--- config.mk ---
export PLATFORM = sky130hd
export DESIGN_NAME = add_align_flat
export DESIGN_NICKNAME = d
export VERILOG_FILES = /design/src/rtl/fp_pkg.sv /design/src/rtl/add_align_if.sv /design/src/rtl/align_shifter.sv /design/src/rtl/add_align.sv /design/src/flat_wrapper.sv
export SDC_FILE = /design/constraint.sdc
export NUM_CORES = 1
export LEC_CHECK = 0
export CORE_UTILIZATION = 55
export DETAILED_ROUTE_END_ITERATION = 12
export PLACE_DENSITY = 0.78
export SKIP_LAST_GASP = 1
export SLEW_MARGIN = 20
export SYNTH_ARGS = -nofsm -noshare
export SYNTH_HDL_FRONTEND = slang
export SYNTH_SLANG_ARGS = --single-unit
--- constraint.sdc ---
create_clock -name clk -period 5 [get_ports clk]
set_clock_uncertainty 0.1 [all_clocks]
set_input_delay 1.25 -clock clk [delete_from_list [all_inputs] [get_ports clk]]
set_output_delay 1.25 -clock clk [all_outputs]
set_load 0.01 [all_outputs]
--- src/rtl/fp_pkg.sv ---
// Shared floating-point adder definitions: field widths and the operand record.
package fp_pkg;

  localparam int unsigned MANT_W = 8;
  localparam int unsigned EXP_W  = 8;
  localparam int unsigned GRS_W  = 3;
  // Mantissa extended with guard/round/sticky bits.
  localparam int unsigned EXT_W  = MANT_W + GRS_W;
  // Extended mantissa plus one carry bit.
  localparam int unsigned SUM_W  = MANT_W + GRS_W + 1;

  typedef struct packed {
    logic [EXP_W-1:0]  exp;
    logic [MANT_W-1:0] mant;
  } operand_t;

  // Append zeroed guard/round/sticky bits below a mantissa.
  function automatic logic [EXT_W-1:0] extend_mant(input logic [MANT_W-1:0] mant);
    return {mant, {GRS_W{1'b0}}};
  endfunction

endpackage

--- src/rtl/add_align_if.sv ---
// Operand-in / sum-out handshake bundle of the align-and-add stage.
interface add_align_if;
  import fp_pkg::*;

  logic              in_valid;
  logic              in_ready;
  logic [EXP_W-1:0]  a_exp;
  logic [MANT_W-1:0] a_mant;
  logic [EXP_W-1:0]  b_exp;
  logic [MANT_W-1:0] b_mant;
  logic              out_valid;
  logic              out_ready;
  logic [SUM_W-1:0]  sum_mant;
  logic [EXP_W-1:0]  sum_exp;

  // Producer of operands / consumer of sums.
  modport master (
    output in_valid, a_exp, a_mant, b_exp, b_mant, out_ready,
    input  in_ready, out_valid, sum_mant, sum_exp
  );

  // The align-and-add stage itself.
  modport slave (
    input  in_valid, a_exp, a_mant, b_exp, b_mant, out_ready,
    output in_ready, out_valid, sum_mant, sum_exp
  );

endinterface

--- src/rtl/align_shifter.sv ---
// Combinational right shift of an extended mantissa with sticky collapse into bit 0.
module align_shifter
  import fp_pkg::*;
(
  input  logic [EXT_W-1:0] i_val,
  input  logic [EXP_W-1:0] i_d,
  output logic [EXT_W-1:0] o_val
);

  logic [EXT_W-1:0] w_shifted;
  logic [EXT_W-1:0] w_mask;
  logic             w_sticky;

  // Shift, OR every discarded bit into the LSB; huge shifts leave only the sticky bit.
  always_comb begin
    w_shifted = i_val >> i_d;
    w_mask    = (EXT_W'(1) << i_d) - EXT_W'(1);
    w_sticky  = |(i_val & w_mask);
    if (i_d >= EXP_W'(EXT_W)) begin
      o_val = {{(EXT_W-1){1'b0}}, |i_val};
    end else begin
      o_val = {w_shifted[EXT_W-1:1], w_shifted[0] | w_sticky};
    end
  end

endmodule

--- src/rtl/add_align.sv ---
// Two-stage align-and-add: stage 1 orders operands by exponent, stage 2 aligns and sums.
module add_align
  import fp_pkg::*;
(
  input  logic     clk,
  input  logic     rst,
  add_align_if.slave bus
);

  operand_t         w_a;
  operand_t         w_b;
  operand_t         w_big;
  operand_t         w_small;
  logic             w_adv1;
  logic             w_adv2;

  logic             r_s1_valid;
  operand_t         r_s1_big;
  operand_t         r_s1_small;
  logic [EXP_W-1:0] r_s1_d;
  logic             r_s1_big_zero;
  logic             r_s1_small_zero;

  logic             r_s2_valid;
  logic [SUM_W-1:0] r_sum_mant;
  logic [EXP_W-1:0] r_sum_exp;

  logic [EXT_W-1:0] w_big_ext;
  logic [EXT_W-1:0] w_small_ext;
  logic [EXT_W-1:0] w_small_sh;
  logic [SUM_W-1:0] w_sum_mant;
  logic [EXP_W-1:0] w_sum_exp;

  assign w_a = {bus.a_exp, bus.a_mant};
  assign w_b = {bus.b_exp, bus.b_mant};

  // A stage may advance when its successor is empty or draining this cycle.
  assign w_adv2       = !r_s2_valid || bus.out_ready;
  assign w_adv1       = !r_s1_valid || w_adv2;
  assign bus.in_ready = w_adv1;

  assign bus.out_valid = r_s2_valid;
  assign bus.sum_mant  = r_sum_mant;
  assign bus.sum_exp   = r_sum_exp;

  // Pick the operand with the larger exponent; ties keep A as the big one.
  always_comb begin
    if (w_a.exp >= w_b.exp) begin
      w_big   = w_a;
      w_small = w_b;
    end else begin
      w_big   = w_b;
      w_small = w_a;
    end
  end

  // Stage 1 register: ordered operands, exponent gap and zero flags.
  always_ff @(posedge clk) begin
    if (rst) begin
      r_s1_valid      <= 1'b0;
      r_s1_big        <= '0;
      r_s1_small      <= '0;
      r_s1_d          <= '0;
      r_s1_big_zero   <= 1'b0;
      r_s1_small_zero <= 1'b0;
    end else if (w_adv1) begin
      r_s1_valid <= bus.in_valid;
      if (bus.in_valid) begin
        r_s1_big        <= w_big;
        r_s1_small      <= w_small;
        r_s1_d          <= w_big.exp - w_small.exp;
        r_s1_big_zero   <= (w_big.mant == '0);
        r_s1_small_zero <= (w_small.mant == '0);
      end
    end
  end

  assign w_big_ext   = extend_mant(r_s1_big.mant);
  assign w_small_ext = extend_mant(r_s1_small.mant);

  align_shifter u_shifter (
    .i_val (w_small_ext),
    .i_d   (r_s1_d),
    .o_val (w_small_sh)
  );

  // Aligned sum; a zero operand passes the other one through unshifted.
  always_comb begin
    w_sum_mant = {1'b0, w_big_ext} + {1'b0, w_small_sh};
    w_sum_exp  = r_s1_big.exp;
    if (r_s1_big_zero && r_s1_small_zero) begin
      w_sum_mant = '0;
      w_sum_exp  = '0;
    end else if (r_s1_small_zero) begin
      w_sum_mant = {1'b0, w_big_ext};
      w_sum_exp  = r_s1_big.exp;
    end else if (r_s1_big_zero) begin
      w_sum_mant = {1'b0, w_small_ext};
      w_sum_exp  = r_s1_small.exp;
    end
  end

  // Stage 2 register: result held stable while downstream stalls.
  always_ff @(posedge clk) begin
    if (rst) begin
      r_s2_valid <= 1'b0;
      r_sum_mant <= '0;
      r_sum_exp  <= '0;
    end else if (w_adv2) begin
      r_s2_valid <= r_s1_valid;
      if (r_s1_valid) begin
        r_sum_mant <= w_sum_mant;
        r_sum_exp  <= w_sum_exp;
      end
    end
  end

endmodule

--- src/flat_wrapper.sv ---
// flat-port wrapper written by rule: the top's interface ports become plain ports
module add_align_flat import fp_pkg::*;
  (clk, rst, bus_in_valid, bus_a_exp, bus_a_mant, bus_b_exp, bus_b_mant, bus_out_ready, bus_in_ready, bus_out_valid, bus_sum_mant, bus_sum_exp);
  add_align_if bus_i ();
  input  logic clk;
  input  logic rst;
  input wire logic [$bits(bus_i.in_valid)-1:0] bus_in_valid;
  input wire logic [$bits(bus_i.a_exp)-1:0] bus_a_exp;
  input wire logic [$bits(bus_i.a_mant)-1:0] bus_a_mant;
  input wire logic [$bits(bus_i.b_exp)-1:0] bus_b_exp;
  input wire logic [$bits(bus_i.b_mant)-1:0] bus_b_mant;
  input wire logic [$bits(bus_i.out_ready)-1:0] bus_out_ready;
  output wire logic [$bits(bus_i.in_ready)-1:0] bus_in_ready;
  output wire logic [$bits(bus_i.out_valid)-1:0] bus_out_valid;
  output wire logic [$bits(bus_i.sum_mant)-1:0] bus_sum_mant;
  output wire logic [$bits(bus_i.sum_exp)-1:0] bus_sum_exp;
  assign bus_i.in_valid = bus_in_valid;
  assign bus_i.a_exp = bus_a_exp;
  assign bus_i.a_mant = bus_a_mant;
  assign bus_i.b_exp = bus_b_exp;
  assign bus_i.b_mant = bus_b_mant;
  assign bus_i.out_ready = bus_out_ready;
  assign bus_in_ready = bus_i.in_ready;
  assign bus_out_valid = bus_i.out_valid;
  assign bus_sum_mant = bus_i.sum_mant;
  assign bus_sum_exp = bus_i.sum_exp;
  add_align u_core (.clk(clk), .rst(rst), .bus(bus_i));
endmodule
==> flow_summary_export.csv <==
group,metric,value,unit
timing,finalCritPeriodShare,86.1,%
synthesis,avgSynthCellArea,7.41,um2
timing,drv_slew,0,
drt,m1WireLength,4970,um
floorplanning,die_area,7890,um2
setup_path,arrival,4.45,ns
setup_path,slowest_delay,0.54,ns
drt,routed_wl,11600,um
setup_path,crit_chain,"clkdlybuf4s50_1, inv_1, ha_1, o21a_1, o211ai_1, a21oi_2, or4_1, and2_1, ha_1, a21oi_1, a21boi_1, o311ai_1, mux2i_1, nand2_1",
timing,min_period,4.30,ns
timing,finalHoldViolCount,0,
setup_path,path_buf_inv,2,
synthesis,synth_top_area_share,30.9,%
timing,hold_slack,0.351,ns
drt,dr_wl_met2,5590,um
flow_run,max_cap_violations,0,
timing,relSlewSlack,26.0,%
power_and_ir_drop,ir_drop,144,uV
drt,ant_nets,0,
floorplanning,rows,31,
floorplanning,fp.dieH,88.8,um
synthesis,synth.top_cells.by_area,"dfxtp_1 (31%), nand2_1 (8.8%), a311oi_1 (7.2%)",
synthesis,yosysSeqAreaShare,30.9,%
hold_path,hp-class,"flop to flop",
clocking,cts_root_buf,"clkbuf_8",
floorplanning,num_io_pins,58,
synthesis,synth_edf_count,0,
layout,regArea,1280,um2
synthesis,synth_ff_type,"dfxtp_1",
placement,placed_area,4790,um2
clocking,clock_latency,0.35,ns
layout,final_nets,653,
layout,areaGrowthSynthToFinish,20.0,%
setup_path,required,5.15,ns
clocking,tritoncts,"done",
drt,drt_iter0_markers,253,
status,status,"finished clean",
drt,wl_per_cell,16.6,um
global_routing,grt_pass1_vias,3803,
clocking,cts-resized-gates,0,
setup_path,slowest_stage,"clkdlybuf4s50_1",
synthesis,ys_warn_count,0,
clocking,numCtsBuffers,9,
global_routing,grtUsageTotal,30.8,%
synthesis,synth_top_area_cell,"dfxtp_1",
drt,drt_drc_violations_left,0,
timing,clock.fmax,232,MHz
drt,wl_met3,735,um
setup_path,critPathLaunchType,"input port",
timing,rsz0062_at_grt,"false",
drt,via_per_inst,6.12,
power_and_ir_drop,finalPower,0.00145,W
layout,design_area,4970,um2
layout,drive_gt1_share,6.97,%
global_routing,grt_pass1_wl,18300,um
setup_path,crit_top_cell,"ha_1",
layout,multi_input_area,2640,um2
global_routing,antenna_found_initial,0,
timing,max_slew.worst_pin.slew,1.11,ns
drt,first_pass_iters,4,
setup_path,critPathCaptureType,"flop",
synthesis,syn_area,4140,um2
setup_path,critical_path_class,"input port to flop",
layout,antenna_cells,0,
clocking,cts_buffer_depth,2,
synthesis,synth_commonest_cells,"nand2_1 (97), nor2_1 (76), dfxtp_1 (64)",
synthesis,synth-seq-cells,64,
synthesis,synthArstFlopShare,0,%
clocking,h-tree-depth,3,
floorplanning,core-area,7250,um2
global_routing,gr-total-overflow,0,
drt,routed.top_layer,"met4",
clocking,ctsHoldBuffers,0,
floorplanning,die_w,88.8,um
placement,place.gp.congestion,0.933,
setup_path,critPathTopFamily,"compound AO/OA/AOI/OAI gates",
setup_path,cp_max_fo,5,
placement,numPortBuffers,57,
timing,setup_viol,0,
global_routing,grt_max_degree,71,
drt,vias,4299,
power_and_ir_drop,power.leakage,1.94,nW
timing,setup_tns,0,ns
synthesis,post-synth-top-count-cell,"nand2_1",
synthesis,synth_cells,559,
clocking,clkSinkCount,64,
synthesis,synth_nets,613,
placement,place_hpwl,8500,um
clocking,post_cts_buffers,0,
placement,place_inst,687,
floorplanning,start_util,57.1,%
layout,layout.cells.non_filler,702,
power_and_ir_drop,powerDensity,292,nW/um2
synthesis,synthDistinctLibCells,58,
layout,nFillCells,638,
clocking,clkTransAtPathRegs,0.08,ns
-- cell type report --
class | count | share of cell area, %
repair buffers | 69 | 13.2
clock inverters | 6 | 1.23
flip-flops and latches | 64 | 25.8
well taps | 99 | 2.49
inverters | 23 | 1.74
clock buffers | 9 | 2.49
multi-input cells | 432 | 53.1
-- power by group --
group | internal, W | total, W | switching [W]
Clock | 0.000226 | 0.000438 | 0.000213
Combinational | 0.000180 | 0.000410 | 0.000230
Sequential | 0.000552 | 0.000604 | 0.0000519
Total | 0.000958 | 0.00145 | 0.000494
-- logic make-up after synthesis --
| family | after synthesis | synth area share, % |
|---|---|---|
| compound gates | 158 | 28.1 |
| xor+xnor | 4 | 0.846 |
| fa+ha+maj | 18 | 5.62 |
| buf+inv | 63 | 5.74 |
| flops | 64 | 30.9 |
| mux | 14 | 3.56 |
| simple gates | 238 | 25.2 |
-- layer usage --
| metal | GRT usage [%] | vias up |
|---|---|---|
| li1 | - | 2123 |
| met1 | 36.9 | 2017 |
| met2 | 52.4 | 138 |
| met3 | 7.37 | 21 |
| met4 | 13.9 | 0 |
| met5 | 0 | - |
-- layout by cell type (no fill, tap or decap), types with 4 or more instances in the layout --
cell | Yosys | routed
inv_1 | 23 | 23
o31ai_1 | 4 | 4
nor4_1 | 7 | 7
dfxtp_1 | 64 | 64
a21o_1 | 5 | 5
o211ai_1 | 9 | 9
a31oi_1 | 5 | 5
buf_4 | 0 | 12
nor2b_1 | 7 | 7
clkdlybuf4s50_1 | 0 | 56
a211oi_1 | 4 | 4
ha_1 | 17 | 17
o22ai_1 | 5 | 5
mux2_2 | 6 | 6
nand2_1 | 97 | 97
o21a_1 | 8 | 8
a311oi_1 | 34 | 34
clkbuf_8 | 0 | 9
nor3_1 | 21 | 21
a221oi_1 | 9 | 9
o21ai_0 | 21 | 21
nor2_1 | 76 | 75
a21oi_1 | 24 | 23
or3_1 | 5 | 5
and2_1 | 4 | 4
mux2i_1 | 8 | 8
a22oi_1 | 5 | 5
-- worst register-to-register path: cells and delay by family, from the launching register on --
kind / cells / cell delay, ns
adders and majority gates: 1 / 0.27
AOI/OAI and AO/OA: 7 / 1.30
muxes: 1 / 0.43
and+or+nand+nor: 4 / 0.71
buffers and inverters: 1 / 0.07
DFF: 1 / 0.75
-- final timing paths --
path / from / to / slack [ns] / cells past startpoint
setup / recovery: bus_b_exp[4] / u_core.r_s1_d[6] / 0.70 / 14
hold / removal: u_core.bus.sum_mant[0] / u_core.bus.sum_mant[0] / 0.35 / 2
setup reg to reg: u_core.r_s1_d[1] / u_core.bus.sum_mant[10] / 1.24 / 14
hold reg to reg: u_core.bus.sum_mant[0] / u_core.bus.sum_mant[0] / 0.35 / 2
-- flip-flops by register name, summed over array words and instances, names as in the netlist --
register,cells
u_core.bus.out_valid,1
u_core.r_s1_big_zero,1
u_core.r_s1_small_zero,1
u_core.r_s1_valid,1
u_core.bus.sum_exp,8
u_core.r_s1_d,8
u_core.r_s1_big,16
u_core.r_s1_small,16
u_core.bus.sum_mant,12
-- per-stage QoR --
| stage | utilization [%] | worst slack (ns) |
|---|---|---|
| floorplan | - | 0.973 |
| detailed placement | 66.0 | 0.364 |
| CTS | 68.5 | 0.720 |
| global route | 68.5 | 0.420 |
| finish | 68.5 | 0.697 |
| global placement | 66.0 | 0.376 |
Note: power is estimated with default switching activity, not from simulation.
